$ cat src/rtl/muldiv_pkg.sv
// Shared types and constants for the iterative RV32M multiply/divide unit.
package muldiv_pkg;

    localparam int          XLEN    = 32;
    localparam logic [31:0] DIV0_Q  = 32'hFFFFFFFF;
    localparam logic [31:0] INT_MIN = 32'h80000000;

    typedef enum logic [2:0] {
        OP_MUL    = 3'b000,
        OP_MULH   = 3'b001,
        OP_MULHSU = 3'b010,
        OP_MULHU  = 3'b011,
        OP_DIV    = 3'b100,
        OP_DIVU   = 3'b101,
        OP_REM    = 3'b110,
        OP_REMU   = 3'b111
    } md_op_e;

    typedef enum logic [1:0] {
        S_IDLE,
        S_RUN,
        S_FIX,
        S_DONE
    } md_state_e;

endpackage

$ cat src/rtl/muldiv.sv
// Iterative RV32M multiply/divide: 32 shift-add or restoring-divide steps on a
// shared 64-bit register, then one sign-fix cycle.
module muldiv
    import muldiv_pkg::*;
(
    input  logic            clk,
    input  logic            rst_n,
    input  logic            Start,
    input  logic [2:0]      MDControl,
    input  logic [XLEN-1:0] A,
    input  logic [XLEN-1:0] B,
    output logic            Busy,
    output logic            Done,
    output logic [XLEN-1:0] Result
);

    md_state_e   state, nstate;
    md_op_e      op, in_op;
    logic [4:0]  cnt;
    logic [63:0] acc;          // mul: {partial hi, multiplier}; div: {remainder, dividend/quotient}
    logic [31:0] opnd;         // multiplicand or divisor magnitude
    logic        neg_q, neg_r, spec_pend;

    logic        accept, a_sgn, b_sgn, div0, ovf, special;
    logic [31:0] abs_a, abs_b, spec_val, fix_val, q_fix, r_fix;
    logic [32:0] mul_sum, trial;
    logic [63:0] mul_nxt, div_nxt, prod_fix;

    assign in_op   = md_op_e'(MDControl);
    assign accept  = Start && ((state == S_IDLE && !spec_pend) || state == S_DONE);
    assign a_sgn   = (in_op inside {OP_MULH, OP_MULHSU, OP_DIV, OP_REM}) && A[31];
    assign b_sgn   = (in_op inside {OP_MULH, OP_DIV, OP_REM}) && B[31];
    assign abs_a   = a_sgn ? -A : A;
    assign abs_b   = b_sgn ? -B : B;
    assign div0    = MDControl[2] && (B == '0);
    assign ovf     = (in_op == OP_DIV || in_op == OP_REM) && A == INT_MIN && B == 32'hFFFFFFFF;
    assign special = div0 || ovf;

    // bit 1 of the op separates remainder from quotient within the divide group
    always_comb begin
        spec_val = '0;
        if (div0)     spec_val = MDControl[1] ? A : DIV0_Q;
        else if (ovf) spec_val = MDControl[1] ? 32'h0 : INT_MIN;
    end

    assign mul_sum = {1'b0, acc[63:32]} + {1'b0, opnd};
    assign mul_nxt = acc[0] ? {mul_sum, acc[31:1]} : {1'b0, acc[63:1]};
    assign trial   = acc[63:31] - {1'b0, opnd};
    assign div_nxt = trial[32] ? {acc[62:0], 1'b0} : {trial[31:0], acc[30:0], 1'b1};

    assign prod_fix = neg_q ? -acc : acc;
    assign q_fix    = neg_q ? -acc[31:0]  : acc[31:0];
    assign r_fix    = neg_r ? -acc[63:32] : acc[63:32];

    always_comb begin
        fix_val = prod_fix[63:32];
        case (op)
            OP_MUL:          fix_val = prod_fix[31:0];
            OP_DIV, OP_DIVU: fix_val = q_fix;
            OP_REM, OP_REMU: fix_val = r_fix;
            default:         fix_val = prod_fix[63:32];
        endcase
    end

    always_ff @(posedge clk or negedge rst_n) begin
        if (!rst_n) state <= S_IDLE;
        else        state <= nstate;
    end

    // a special-case op waits one cycle in IDLE (spec_pend) so Done lands on the following edge
    always_comb begin
        nstate = state;
        case (state)
            S_IDLE: if (spec_pend)   nstate = S_DONE;
                    else if (accept) nstate = special ? S_IDLE : S_RUN;
            S_RUN:  if (cnt == 5'd0) nstate = S_FIX;
            S_FIX:  nstate = S_DONE;
            S_DONE: nstate = accept ? (special ? S_IDLE : S_RUN) : S_IDLE;
            default: nstate = S_IDLE;
        endcase
    end

    always_ff @(posedge clk or negedge rst_n) begin
        if (!rst_n) begin
            op        <= OP_MUL;
            cnt       <= '0;
            acc       <= '0;
            opnd      <= '0;
            neg_q     <= 1'b0;
            neg_r     <= 1'b0;
            spec_pend <= 1'b0;
            Result    <= '0;
        end else if (accept) begin
            op        <= in_op;
            opnd      <= abs_b;
            neg_q     <= a_sgn ^ b_sgn;
            neg_r     <= a_sgn;
            cnt       <= 5'd31;
            spec_pend <= special;
            acc       <= {32'h0, special ? spec_val : abs_a};
        end else begin
            case (state)
                S_IDLE: if (spec_pend) begin
                    Result    <= acc[31:0];
                    spec_pend <= 1'b0;
                end
                S_RUN: begin
                    acc <= op[2] ? div_nxt : mul_nxt;
                    if (cnt != 5'd0) cnt <= cnt - 5'd1;
                end
                S_FIX:   Result <= fix_val;
                default: ;
            endcase
        end
    end

    assign Busy = (state == S_RUN) || (state == S_FIX);
    assign Done = (state == S_DONE);

endmodule

$ cat config.mk
export PLATFORM = sky130hd
export DESIGN_NAME = muldiv
export DESIGN_NICKNAME = d
export VERILOG_FILES = /design/src/rtl/muldiv_pkg.sv /design/src/rtl/muldiv.sv
export SDC_FILE = /design/constraint.sdc
export NUM_CORES = 1
export LEC_CHECK = 0
export BUFFER_PORTS_ARGS = -buffer_cell sky130_fd_sc_hd__buf_2
export CAP_MARGIN = 15
export CORE_UTILIZATION = 45
export DETAILED_ROUTE_END_ITERATION = 7
export PLACE_DENSITY_LB_ADDON = 0.08
export SYNTH_ARGS = -nofsm -noshare
export SYNTH_HDL_FRONTEND = slang
export SYNTH_SLANG_ARGS = --single-unit
$ cat constraint.sdc
create_clock -name clk -period 4.5 [get_ports clk]
set_input_delay 0.225 -clock clk [delete_from_list [all_inputs] [get_ports clk]]
set_output_delay 0.225 -clock clk [all_outputs]
set_load 0.05 [all_outputs]
==> flow_summary.yaml, run 1 <==
status:
  status: "finished, final reports clean"
clock_network:
  insertion_delay_ps: 460
  cts_buffer_depth: 2
  cts_root_buf: "clkbuf_16"
  cts_resized: 0
  clkTransAtPathRegs_ps: 70
  postCtsHoldBufs: 1
  h-tree-depth: 4
  cts_setup_buffers: 0
  cts_num_sinks: 141
  cts_tree: "yes"
  cts_made_buffers: 17
sta:
  finalWorstPathRequiredPeriod_ps: 4080
  rsz0062_at_grt: "no"
  setup-violations-final: 0
  slew-limit-headroom_pct: 30.6
  fmax_ghz: 0.245
  tightest_slew_ps: 1040
  finalClockSkew_ps: 17.3
  timing.hold.ws_ps: 51.3
  finalSetupTns_ps: 0
  hold_viol: 0
  setup_slack_ps: 421
  fin_crit_sh_pct: 90.7
  drv_slew: 0
die:
  io_pins: 104
  fp-row-count: 66
  die_h_um: 184
  core_area_um2: 32500
  die_w_um: 184
  dieArea_um2: 33800
  initial_core_util_pct: 45.8
placement:
  port_buffers: 103
  routabilityCongestion: 0.974
  dp_slack_ps: 482
  hpwl_mm: 42.9
global_route:
  grt_antenna_before_repair: 0
  grt.total_usage_pct: 34.2
  grt_pass1_vias: 14800
  grt_start_max_net_pins: 64
  grt_overflow: 0
  grt_pass1_wl_mm: 88.3
synth:
  synthCells: 2018
  yosysSeqAreaShare_pct: 23.7
  syn_nets: 2165
  synthArstFlopShare_pct: 100
  synth-edff-count: 0
  synth_warnings: 0
  synth_flop_cell: "dfrtp_1"
  synth-seq-cells: 141
  synth_top_area_cell: "dfrtp_1"
  synthTopCellsByArea: "dfrtp_1 (24%), o21ai_0 (7.1%), ha_1 (6.3%)"
  syn_area_per_cell_um2: 7.38
  yosys.area.top_type_share_pct: 23.7
  synth_cell_types: 75
  netlist_area_um2: 14900
critical_path:
  end_kind: "flop"
  cp.arrival_ps: 4390
  required_ps: 4810
  worstPathMaxFanout: 24
  crit_type: "reg -> reg"
  start_kind: "flop"
drt:
  viasPerCell: 6.37
  vias: 16000
  wl_mm: 57.4
  met3_length_mm: 4.89
  ant_nets: 0
  drt_first_pass_iters: 5
  top_layer_used: "met4"
  wl_met2_mm: 24.5
  drt_iter0_drc: 1503
  wl_met1_mm: 26.8
  drc: 0
  wire_per_inst_um: 22.9
final_layout:
  layout-drive-gt1-share_pct: 11.7
  most-common-layout-cells: "nand2_1 (217), o21ai_0 (212), a21oi_1 (184)"
  nets: 2202
  diodes: 0
  final_common_cell: "nand2_1"
  area_growth_pct: 10.8
hold_path:
  hp-class: "in -> reg"
flow_run:
  maxCapViolCount: 0
power_and_ir_drop:
  max-vdd-ir-drop_mv: 0.504
  p_leak_uw: 0.00704
  power_density_nw_per_um2: 890
==> worst paths after layout <==
kind                                        from                     to  slack [ps]  cells past startpoint
max reg2reg                  acc[31]$_DFFE_PN0P_    acc[43]$_DFFE_PN0P_         420                     13
max in group asynchronous                  rst_n    acc[12]$_DFFE_PN0P_        3020                      3
max                          acc[31]$_DFFE_PN0P_    acc[43]$_DFFE_PN0P_         420                     13
min                                 MDControl[0]      op[0]$_DFFE_PN0P_          50                      3
min reg2reg                Result[5]$_DFFE_PN0P_  Result[5]$_DFFE_PN0P_         460                      2
min in group asynchronous                  rst_n    acc[45]$_DFFE_PN0P_         350                      2
==> flip-flops by register name (all words and copies together) (netlist names) <==
name and flops:
op 3, neg_q 1, acc 64, state 2, Result 32, neg_r 1, cnt 5, opnd 32
spec_pend 1
==> cell families (layout without fill, tap and decap cells) <==
group           after synthesis  after routing  synth area share (%)
fa+ha+maj                    77             77                  6.57
compound gates              687            687                  28.7
simple gates                662            662                  21.4
xor+xnor                    149            149                  8.76
mux                          69             69                  4.87
flops                       141            141                  23.7
buf+inv                     233            283                  6.00
==> cell type report <==
class / count / area (um2)
clock inverters: 13 / 165
inverters: 86 / 323
fillers: 3379 / 16000
repair buffers: 165 / 987
multi-input cells: 1644 / 10500
clock buffers: 19 / 433
well taps: 442 / 553
flip-flops and latches: 141 / 3530
==> routing by layer <==
layer / up-vias / GRT usage [%]
met1: 7672 / 50.1
met4: 0 / 9.53
met2: 748 / 51.0
met3: 84 / 5.82
met5: - / 0
li1: 7477 / -
==> power breakdown <==
group	internal, uW	leakage (uW)	switching (uW)
logic	3740	0.00504	6560
registers	1870	0.00171	1000
clock network	875	0.000292	644
total	6480	0.00704	8210
==> worst max-delay path, stage by stage, from the launching register on <==
cell and delay [ps]:
dfrtp_1 380, inv_1 110, ha_1 250, fa_1 380, nand2b_1 210, a21oi_1 270
o211ai_1 200, o31ai_1 620, a21oi_1 340, nor2_4 160, buf_4 380, mux2_2 380
o21ai_0 150, a21oi_1 80
==> synth_stat cells (11+ instances only) <==
library cell	n
nand2_1	217
o21ai_0	212
a21oi_1	184
nor2_1	148
dfrtp_1	141
clkbuf_1	133
inv_1	85
xnor2_1	85
ha_1	75
nor3_1	67
xor2_1	64
mux2i_1	41
a211oi_1	37
nand3_1	34
a21o_1	33
o31ai_1	32
nor4_1	30
a31oi_1	29
mux2_2	28
nand2b_1	27
or3_1	24
nand4_1	22
nor2b_1	18
or4_1	18
o22ai_1	16
and3_1	14
nor3b_1	14
a221oi_1	12
o41ai_1	12
o211ai_1	11
==> through the flow <==
step,utilization (%),power (uW),cells,area (um2)
finish,50.7,14700,2510,16500
CTS,50.7,14500,2509,16500
floorplan,-,9900,2018,14900
global placement,48.8,12900,2476,15900
global route,50.7,15700,2510,16500
detailed placement,48.8,12900,2476,15900
No activity file was read; power rests on OpenSTA's default activity.
==> run 2, diff against run 1 <==
Settings changed: HOLD_SLACK_MARGIN from default to 0.06.
==> run 2 against run 1 <==
Effect of this change:
- sequential power is essentially flat
- maximum frequency shrank 0.65%
- highest routed layer unchanged
- hold slack improved by 42 ps
- sequential share of layout area is essentially flat
- final cell count hardly changed
- via count increased by 0.28%
- critical path depth is the same
==> flow_summary.yaml, run 2 (synthesis gave the netlist of run 1 again) <==
critical_path:
  path_common_cell: "a21oi_1"
  reg2reg_depth: 13
  crit_type: "reg -> reg"
  required_ps: 4810
  worstPathMaxFanout: 24
  crit_family: "compound AO/OA/AOI/OAI gates"
  r2r_start: "acc[31]$_DFFE_PN0P_"
  rr_endpoint: "acc[43]$_DFFE_PN0P_"
  critPathBufInv: 2
  r2r_slack_ps: 390
  slowest_delay_ps: 630
  cp.arrival_ps: 4420
  end_kind: "flop"
  cp_slowest_cell: "o31ai_1"
  start_kind: "flop"
  worstPathCellList: "inv_1 > ha_1 > fa_1 > nand2b_1 > a21oi_1 > o211ai_1 > o31ai_1 > a21oi_1 > nor2_4 > buf_4 > mux2_2 > o21ai_0 > a21oi_1"
sta:
  fmax_ghz: 0.244
  tightest_slew_ps: 1040
  slew-limit-headroom_pct: 30.1
  hold_viol: 0
  finalSetupTns_ps: 0
  finalClockSkew_ps: 17.1
  rsz0062_at_grt: "no"
  setup-violations-final: 0
  drv_slew: 0
  fin_crit_sh_pct: 91.2
  finalWorstPathRequiredPeriod_ps: 4110
power_and_ir_drop:
  total_power_uw: 14700
  power_density_nw_per_um2: 889
  p_leak_uw: 0.00705
  max-vdd-ir-drop_mv: 0.507
final_layout:
  reg.largest.list: "acc x64, Result x32, opnd x32"
  largest_reg_flops: 64
  final_common_cell: "nand2_1"
  area_growth_pct: 10.9
  n_fill_cell: 3377
  largest_register: "acc"
  diodes: 0
  nets: 2204
  most-common-layout-cells: "nand2_1 (217), o21ai_0 (212), a21oi_1 (184)"
  layout-drive-gt1-share_pct: 11.7
global_route:
  grt_antenna_before_repair: 0
  grt_pass1_wl_mm: 88.3
  grt_pass1_vias: 14800
  grt_overflow: 0
  grt_start_max_net_pins: 64
  grt.total_usage_pct: 34.2
hold_path:
  hp-class: "in -> reg"
  hold_depth: 3
  whs_endpoint: "op[1]$_DFFE_PN0P_"
  hp-start: "MDControl[1]"
clock_network:
  insertion_delay_ps: 460
  clkTransAtPathRegs_ps: 70
  cts_tree: "yes"
  cts_made_buffers: 17
  cts_setup_buffers: 0
  h-tree-depth: 4
  cts_resized: 0
  postCtsHoldBufs: 3
  cts_num_sinks: 141
  cts_buffer_depth: 2
  cts_root_buf: "clkbuf_16"
die:
  fp-row-count: 66
  initial_core_util_pct: 45.8
  die_w_um: 184
  die_h_um: 184
  io_pins: 104
  core_area_um2: 32500
  dieArea_um2: 33800
flow_run:
  maxCapViolCount: 0
drt:
  drt_first_pass_iters: 6
  drc: 0
  drt_iter0_drc: 1506
  ant_nets: 0
  wl_mm: 57.5
  viasPerCell: 6.38
  wire_per_inst_um: 22.9
  vias: 16000
placement:
  port_buffers: 103
  hpwl_mm: 42.9
  routabilityCongestion: 0.974
status:
  status: "finished, final reports clean"
-- run 2: changes by cell type in the layout (fill, tap and decap cells not counted), sizes merged --
cell         previous run  this run
dlygate4sd3             1         3
-- run 2: worst max path at each step --
stage,slack [ps],end,cells after the start,from
detailed placement,480,acc[43]$_DFFE_PN0P_,12,acc[32]$_DFFE_PN0P_
global route,120,acc[43]$_DFFE_PN0P_,12,acc[32]$_DFFE_PN0P_
CTS,460,acc[43]$_DFFE_PN0P_,13,acc[31]$_DFFE_PN0P_
finish,390,acc[43]$_DFFE_PN0P_,13,acc[31]$_DFFE_PN0P_
global placement,630,acc[27]$_DFFE_PN0P_,13,A[1]
floorplan,1100,acc[53]$_DFFE_PN0P_,13,acc[31]$_DFFE_PN0P_
-- run 2: tightest hold or removal path, delay by kind of cell --
kind / cells / cell delay, ps
AND/OR/NAND/NOR: 2 / 120
buffers and inverters: 1 / 160
-- run 2: per-layer routing --
metal	track usage (%)	part of all wire (%)
met4	9.53	2.2
met5	0	0
met2	51.0	43
met3	5.82	8.5
met1	50.1	47
-- run 2: layout make-up --
| type | instances | area [um2] | area share, % |
|---|---|---|---|
| inverter | 86 | 323 | 1.95 |
| multi-input combinational | 1644 | 10500 | 63.6 |
| sequential | 141 | 3530 | 21.4 |
| timing repair buffer | 167 | 1010 | 6.10 |
| tap | 442 | 553 | 3.35 |
| clock inverter | 13 | 165 | 1.00 |
| clock buffer | 19 | 433 | 2.62 |
-- run 2: report_power, final --
group          switching, uW  total [uW]  internal [uW]
clock network            639        1510            875
registers               1000        2870           1870
logic                   6570       10300           3740
total                   8210       14700           6480
-- run 2: metrics by stage --
step | cell area (um2) | hold WS, ps | worst slack, ps | utilization, % | cells
2_1_floorplan | 14900 | -70.6 | 1100 | - | 2018
3_3_place_gp | 15900 | 276 | 627 | 48.8 | 2476
3_5_place_dp | 15900 | 276 | 482 | 48.8 | 2476
4_1_cts | 16500 | 73.6 | 457 | 50.8 | 2511
5_1_grt | 16500 | 111 | 120 | 50.8 | 2512
6_report | 16500 | 92.9 | 394 | 50.8 | 2512
